### src/rtl/cube_scan_ctrl.sv
// cube_scan_ctrl: layer-multiplexed scan scheduler for the 8x8x8 LED cube.
// Optional macro CUBE_SCAN_BRIGHT_EN adds a Bright input for per-frame dimming.
module cube_scan_ctrl #(
  parameter int LAYERS  = 8,
  parameter int COLS    = 64,
  parameter int CLK_DIV = 4,
  parameter int DWELL   = 256
) (
  input  logic                   Clk,
  input  logic                   Reset,
  input  logic [LAYERS*COLS-1:0] Cells,
  input  logic                   Frame_valid,
`ifdef CUBE_SCAN_BRIGHT_EN
  input  logic [2:0]             Bright,
`endif
  output logic                   Frame_ack,
  output logic                   Frame_start,
  output logic                   Sr_data,
  output logic                   Sr_clk,
  output logic                   Sr_latch,
  output logic [LAYERS-1:0]      Layer
);

  localparam int MAXD = (CLK_DIV > DWELL) ? CLK_DIV : DWELL;
  localparam int PW   = $clog2(MAXD + 1);
  localparam int BW   = (COLS > 1) ? $clog2(COLS) : 1;
  localparam int LW   = (LAYERS > 1) ? $clog2(LAYERS) : 1;
  localparam int IW   = $clog2(LAYERS * COLS);

  localparam logic [1:0] S_LOAD  = 2'd0;
  localparam logic [1:0] S_SHIFT = 2'd1;
  localparam logic [1:0] S_LATCH = 2'd2;
  localparam logic [1:0] S_DWELL = 2'd3;

  localparam logic [PW-1:0] DIV_END = PW'(CLK_DIV - 1);
  localparam logic [PW-1:0] DW_END  = PW'(DWELL - 1);
  localparam logic [BW-1:0] BIT_TOP = BW'(COLS - 1);
  localparam logic [LW-1:0] LAY_TOP = LW'(LAYERS - 1);

  logic [1:0]             state_q;
  logic [LAYERS*COLS-1:0] buf_q;
  logic [LW-1:0]          lay_q;
  logic [BW-1:0]          bit_q;
  logic [PW-1:0]          cnt_q;
  logic                   hi_q;
  logic                   phase_end;
  logic                   lit_on;
  logic [IW-1:0]          idx;

  assign phase_end = (state_q == S_DWELL) ? (cnt_q == DW_END)
                                          : (cnt_q == DIV_END);
  assign idx = IW'(lay_q) * IW'(COLS) + IW'(bit_q);

`ifdef CUBE_SCAN_BRIGHT_EN
  logic [PW-1:0] lit_q;
  logic [PW-1:0] lit_calc;
  logic [31:0]   lit_raw;

  // Lit length for this frame's brightness, never below one cycle
  always_comb begin
    lit_raw  = ((32'(Bright) + 32'd1) * 32'(DWELL)) >> 3;
    lit_calc = (lit_raw == 32'd0) ? PW'(1) : PW'(lit_raw);
  end

  // Brightness is frozen at the frame boundary
  always_ff @(posedge Clk or posedge Reset) begin
    if (Reset)
      lit_q <= '0;
    else if (state_q == S_LOAD)
      lit_q <= lit_calc;
  end

  assign lit_on = (cnt_q < lit_q);
`else
  assign lit_on = 1'b1;
`endif

  // Scan FSM: load frame, shift each layer, latch, then light it
  always_ff @(posedge Clk or posedge Reset) begin
    if (Reset) begin
      state_q <= S_LOAD;
      buf_q   <= '0;
      lay_q   <= '0;
      bit_q   <= BIT_TOP;
      cnt_q   <= '0;
      hi_q    <= 1'b0;
    end else begin
      case (state_q)
        S_LOAD: begin
          if (Frame_valid)
            buf_q <= Cells;
          lay_q   <= '0;
          bit_q   <= BIT_TOP;
          cnt_q   <= '0;
          hi_q    <= 1'b0;
          state_q <= S_SHIFT;
        end
        S_SHIFT: begin
          if (phase_end) begin
            cnt_q <= '0;
            hi_q  <= ~hi_q;
            if (hi_q) begin
              if (bit_q == '0)
                state_q <= S_LATCH;
              else
                bit_q <= bit_q - 1'b1;
            end
          end else begin
            cnt_q <= cnt_q + 1'b1;
          end
        end
        S_LATCH: begin
          if (phase_end) begin
            cnt_q   <= '0;
            state_q <= S_DWELL;
          end else begin
            cnt_q <= cnt_q + 1'b1;
          end
        end
        default: begin
          if (phase_end) begin
            cnt_q <= '0;
            if (lay_q == LAY_TOP) begin
              state_q <= S_LOAD;
            end else begin
              lay_q   <= lay_q + 1'b1;
              bit_q   <= BIT_TOP;
              state_q <= S_SHIFT;
            end
          end else begin
            cnt_q <= cnt_q + 1'b1;
          end
        end
      endcase
    end
  end

  // Output decode; LOAD strobes are masked while Reset is held
  always_comb begin
    Frame_start = ~Reset & (state_q == S_LOAD);
    Frame_ack   = Frame_start & Frame_valid;
    Sr_clk      = (state_q == S_SHIFT) & hi_q;
    Sr_data     = (state_q == S_SHIFT) & buf_q[idx];
    Sr_latch    = (state_q == S_LATCH);
    Layer       = '0;
    if (state_q == S_DWELL && lit_on)
      Layer = LAYERS'(1) << lay_q;
  end

endmodule
### config.mk
export PLATFORM = sky130hd
export DESIGN_NAME = cube_scan_ctrl
export DESIGN_NICKNAME = d
export VERILOG_FILES = /design/src/rtl/cube_scan_ctrl.sv
export SDC_FILE = /design/constraint.sdc
export NUM_CORES = 1
export LEC_CHECK = 0
export ABC_CLOCK_PERIOD_IN_PS = 30200
export CAP_MARGIN = 30
export CORE_MARGIN = 2
export CORE_UTILIZATION = 55
export DETAILED_ROUTE_END_ITERATION = 6
export GPL_TIMING_DRIVEN = 0
export PLACE_DENSITY = 0.87
export SLEW_MARGIN = 10
export SYNTH_ARGS = -nofsm -noshare
export SYNTH_HDL_FRONTEND = slang
export SYNTH_SLANG_ARGS = --single-unit
### constraint.sdc
create_clock -name Clk -period 30.2 [get_ports Clk]
set_input_delay 6.04 -clock Clk [delete_from_list [all_inputs] [get_ports Clk]]
set_output_delay 6.04 -clock Clk [all_outputs]
set_load 0.05 [all_outputs]
# Yosys cells after proc, flatten, opt, wreduce, memory -nomap -nowiden
# Cells that the tools add are included.
[word_totals]
reg_bits = 533
out_inout_bits = 13
[op_classes]
n_reduce_logical = 10
shift = 1
bitwise = 8
addsub = 4
mux = 24
eq_ne = 13
order_cmp = 1
[op_table]
columns = ["cell", "n"]
rows = [
  ["6-bit 2-to-1 mux", 5],
  ["9-bit 2-to-1 mux", 2],
  ["6-bit one-hot mux with 3 select lines", 1],
  ["9-bit by 10-bit less-than comparator with 1-bit output, second input constant", 1],
  ["2-bit 2-to-1 mux", 5],
  ["9-bit by 1-bit adder with 9-bit output, second input constant", 1],
  ["9-bit by 6-bit adder with 9-bit output", 1],
  ["1-bit binary-select mux with 9-bit select", 1],
  ["9-bit by 2-bit equality test with 1-bit output, second input constant", 1],
  ["9-bit by 8-bit equality test with 1-bit output, second input constant", 1],
  ["8-bit 2-to-1 mux", 1],
  ["2-bit != test, second input constant", 4],
  ["1-bit by 3-bit left shift with 8-bit output, first input constant", 1],
  ["6-bit zero test", 1],
  ["3-bit 2-to-1 mux", 2],
  ["2-bit one-hot mux with 3 select lines", 1],
  ["3-bit one-hot mux with 2 select lines", 1],
  ["6-bit AND reduction", 1],
  ["6-bit by 1-bit subtractor with 6-bit output, second input constant", 1],
  ["5-bit AND reduction", 1],
  ["1-bit AND", 4],
  ["2-bit equality test, second input constant", 2],
  ["1-bit 2-to-1 mux", 4],
  ["2-bit by 1-bit != test with 1-bit output, second input constant", 2],
  ["11 further kinds", 16],
]

# Logic depth before layout (Yosys ltp)
[depth]
depth_word = 5
ltp_mapped = 12
depth_no_buf = 8

# Least setup slack after synthesis
# No wires, ideal clock.
[synth_timing]
kind = "in2out"
from = "in Frame_valid"
to = "out Frame_ack"
setup_slack_ps = 16834
path_buffers = 2
required_time_ps = 24160
arrival_time_ps = 7326
path_stages = 4
path_cell_list = "nand2_1 -> clkbuf_1 -> clkbuf_1 -> nor2_1"
[synth_between]
elab_chain_cells = 1
[synth_rtl]
columns = ["item", "line", "rtl"]
rows = [
  ["start: declaration", "12", "input logic Frame_valid,"],
  ["1-bit AND", "141", "Frame_ack = Frame_start & Frame_valid;"],
  ["end: declaration", "16", "output logic Frame_ack,"],
]
# No other way between the ends.

# Final worst setup path
# Ends and elaborated chain as after synthesis.

==> impl_metrics.tcl <==
set metrics [dict create \
    dieHeight_um 216 \
    p_seq_share_pct 48.1 \
    r2r_slack_ns 26.62 \
    met2_usage_pct 58.8 \
    routed_wl_um 83000 \
    vdd_drop_max_mv 0.0508 \
    switching_share_pct 21.8 \
    fin_crit_ns 14.82 \
    intPower_w 0.00125 \
    fin_cells 2871 \
    end_kind "output pin" \
    relSlewSlack_pct 29.4 \
    h-tree-depth 2 \
    dp_hpwl_um 61100 \
    status "completed" \
    r2r-start "state_q[0]" \
    drtPass1Iterations 6 \
    rr_worst_depth 7 \
    vias 17300 \
    dp_cells 2750 \
    holdPathEnd "buf_q[241]" \
    worst_pin_slew_ns 1.06 \
    synthCells 1622 \
    yosys-top-cells-area "dfrtp_1 53%, mux2_2 24%, mux4_2 8.5%, mux4_1 1.7%, mux2i_1 1.4%" \
    boundaryPins 528 \
    async_flop_share_pct 100 \
    cts_tree "done" \
    cts.sinks 533 \
    cts_resized 0 \
    yosysUniqueCellTypes 63 \
    place.port_buffers 527 \
    drtIter0Drc 1487 \
    use_met1_pct 44.0 \
    skew_ns 0.0228 \
    cts-root-buf "clkbuf_16" \
    seq_area_frac_synth_pct 54.0 \
    numCtsBuffers 55 \
    power_density_nw_per_um2 48.7 \
    fp.coreArea_sq_um 44200 \
    busiest_layer "met2" \
    hold_path_depth 1 \
    synth_area_per_cell_sq_um 15.2 \
    die_area_sq_um 46600 \
    grt_pass1_wl_um 120000 \
    met3_usage_pct 8.44 \
    timing.rr.end "buf_q[336]" \
    hold_buffers 0 \
    gp_congestion 0.917 \
    wl_per_cell_um 28.9 \
    antenna_found_initial 29 \
    drive_gt1_share_pct 33.9 \
    syn-cell-area_sq_um 24700 \
    hold_path.class "reg2reg" \
    area_growth_pct 32.7 \
    required_ns 24.16 \
    cts.path.max_buffers 3 \
    crit_path_start_kind "input port" \
    p_leak_nw 14.7 \
    setup_viol 0 \
    hp-start "buf_q[241]" \
    ys_ff_latch 533 \
    max_freq_mhz 67.5 \
    synth_top_area_share_pct 53.4 \
    final_cell_mix "527 x dfrtp_1, 527 x clkdlybuf4s50_1, 524 x mux2_2, 93 x mux4_2, 81 x clkbuf_1" \
    path_clk_slew_ns 0.06 \
    drc 0 \
    worstPathMaxFanout 10 \
    grt_overflow 0 \
    avgViaCountPerCell 6.04 \
    synth_warnings 0 \
    grt_max_degree 123 \
    slew_viol_final 0 \
    p_switching_w 0.000349 \
    clkPwrFrac_pct 42.9 \
    final-hold-violation-count 0 \
    synth_edf_count 0 \
    start_util_pct 55.8 \
    grt_usage_pct 35.7 \
    crit_arrival_ns 8.78 \
    nets 2744 \
    comb_power_share_pct 9.0 \
    final.setup.tns_ns 0 \
    cap_violations 0 \
    ys.flop_type "dfrtp_1" \
    rows 77 \
    die_w_um 216 \
    drtAntennaViolNets 0 \
    grt_pass1_vias 18900 \
    syn_nets 2150 \
    postCtsSetupBuffers 0 \
    path_class "in2out" \
    crit_start "Frame_valid" \
    clock_latency_ns 0.62 \
    synth_area_leader_cell "dfrtp_1" \
    rsz0062_at_grt "no" \
    period_share_pct 49.1 \
    utilization_pct 74.1 \
]
[area by class of cell]
cell class	instances	area [sq um]
clock buffers	79	1650
inverters	11	48.8
clock inverters	12	141
flip-flops and latches	533	13300
repair buffers	537	5460
well taps	592	741
plain buffers	111	653
fillers	2760	11500
diodes	29	72.6
multi-input cells	967	10700
[power groups by stage]
| stage | sequential [W] | combinational (W) | clock (W) |
|---|---|---|---|
| after floorplan | 0.000773 | 0.0000578 | 0 |
| after global placement | 0.000778 | 0.000137 | 0 |
| final | 0.000768 | 0.000144 | 0.000685 |
| after detailed placement | 0.000779 | 0.000143 | 0 |
| after global routing | 0.000771 | 0.000153 | 0.000717 |
| after CTS | 0.000767 | 0.000144 | 0.000688 |
[cell families (layout without fill, tap and decap cells)]
group                    count (synthesis)  in the layout  synth area share (%)
AND/OR/NAND/NOR                        162            162                  3.36
buffers and inverters                  122            750                  2.81
other                                    0             29                     0
flip-flops                             533            533                  54.0
XOR/XNOR                                11             11                 0.390
adder cells (fa/ha/maj)                 13             13                 0.659
AO/OA/AOI/OAI                          113            113                  3.17
multiplexers                           668            668                  35.6
[synthesized netlist by cell type, types with 13 or more instances]
master and n:
a21oi_1 22, a22oi_1 16, buf_6 16, clkbuf_1 73
dfrtp_1 527, ha_1 13, mux2_2 524, mux2i_1 34
mux4_1 16, mux4_2 93, nand2_1 39, nand3_1 15
nor2_1 35, o21ai_0 19
[critical path, cell delays in order]
cell and delay [ns]:
clkdlybuf4s50_1 0.40, nand2_1 0.47, clkbuf_1 0.55, clkbuf_1 0.49
nor2_1 0.09, clkdlybuf4s50_1 0.73
[worst max path at each step]
stage | to | slack, ns | depth (start not counted)
floorplan | buf_q[0] | 9.27 | 1
global placement | buf_q[270] | 3.95 | 2
detailed placement | Frame_ack | 15.51 | 6
CTS | Frame_ack | 15.47 | 6
global route | Frame_ack | 15.29 | 6
finish | Frame_ack | 15.38 | 6
[metrics by stage]
stage	worst slack [ns]	total power [W]	hold slack, ns	area [sq um]
floorplan	9.27	0.000831	0.470	24700
global placement	3.95	0.000914	0.479	30700
detailed placement	15.51	0.000922	0.486	30900
CTS	15.47	0.00160	0.500	32700
global route	15.29	0.00164	0.507	32800
finish	15.38	0.00160	0.498	32800
[sequential cells by signal, summed over array words and instances, names as in the netlist]
register and flops:
lay_q 3, buf_q 512, hi_q 1, cnt_q 9
bit_q 6, state_q 2
[per-layer routing]
metal	wire length [um]	vias up
met3	6970	230
met2	40600	870
li1	-	7267
met4	4330	6
met1	31100	8960
met5	40	-
(Power assumes the default switching activity.)
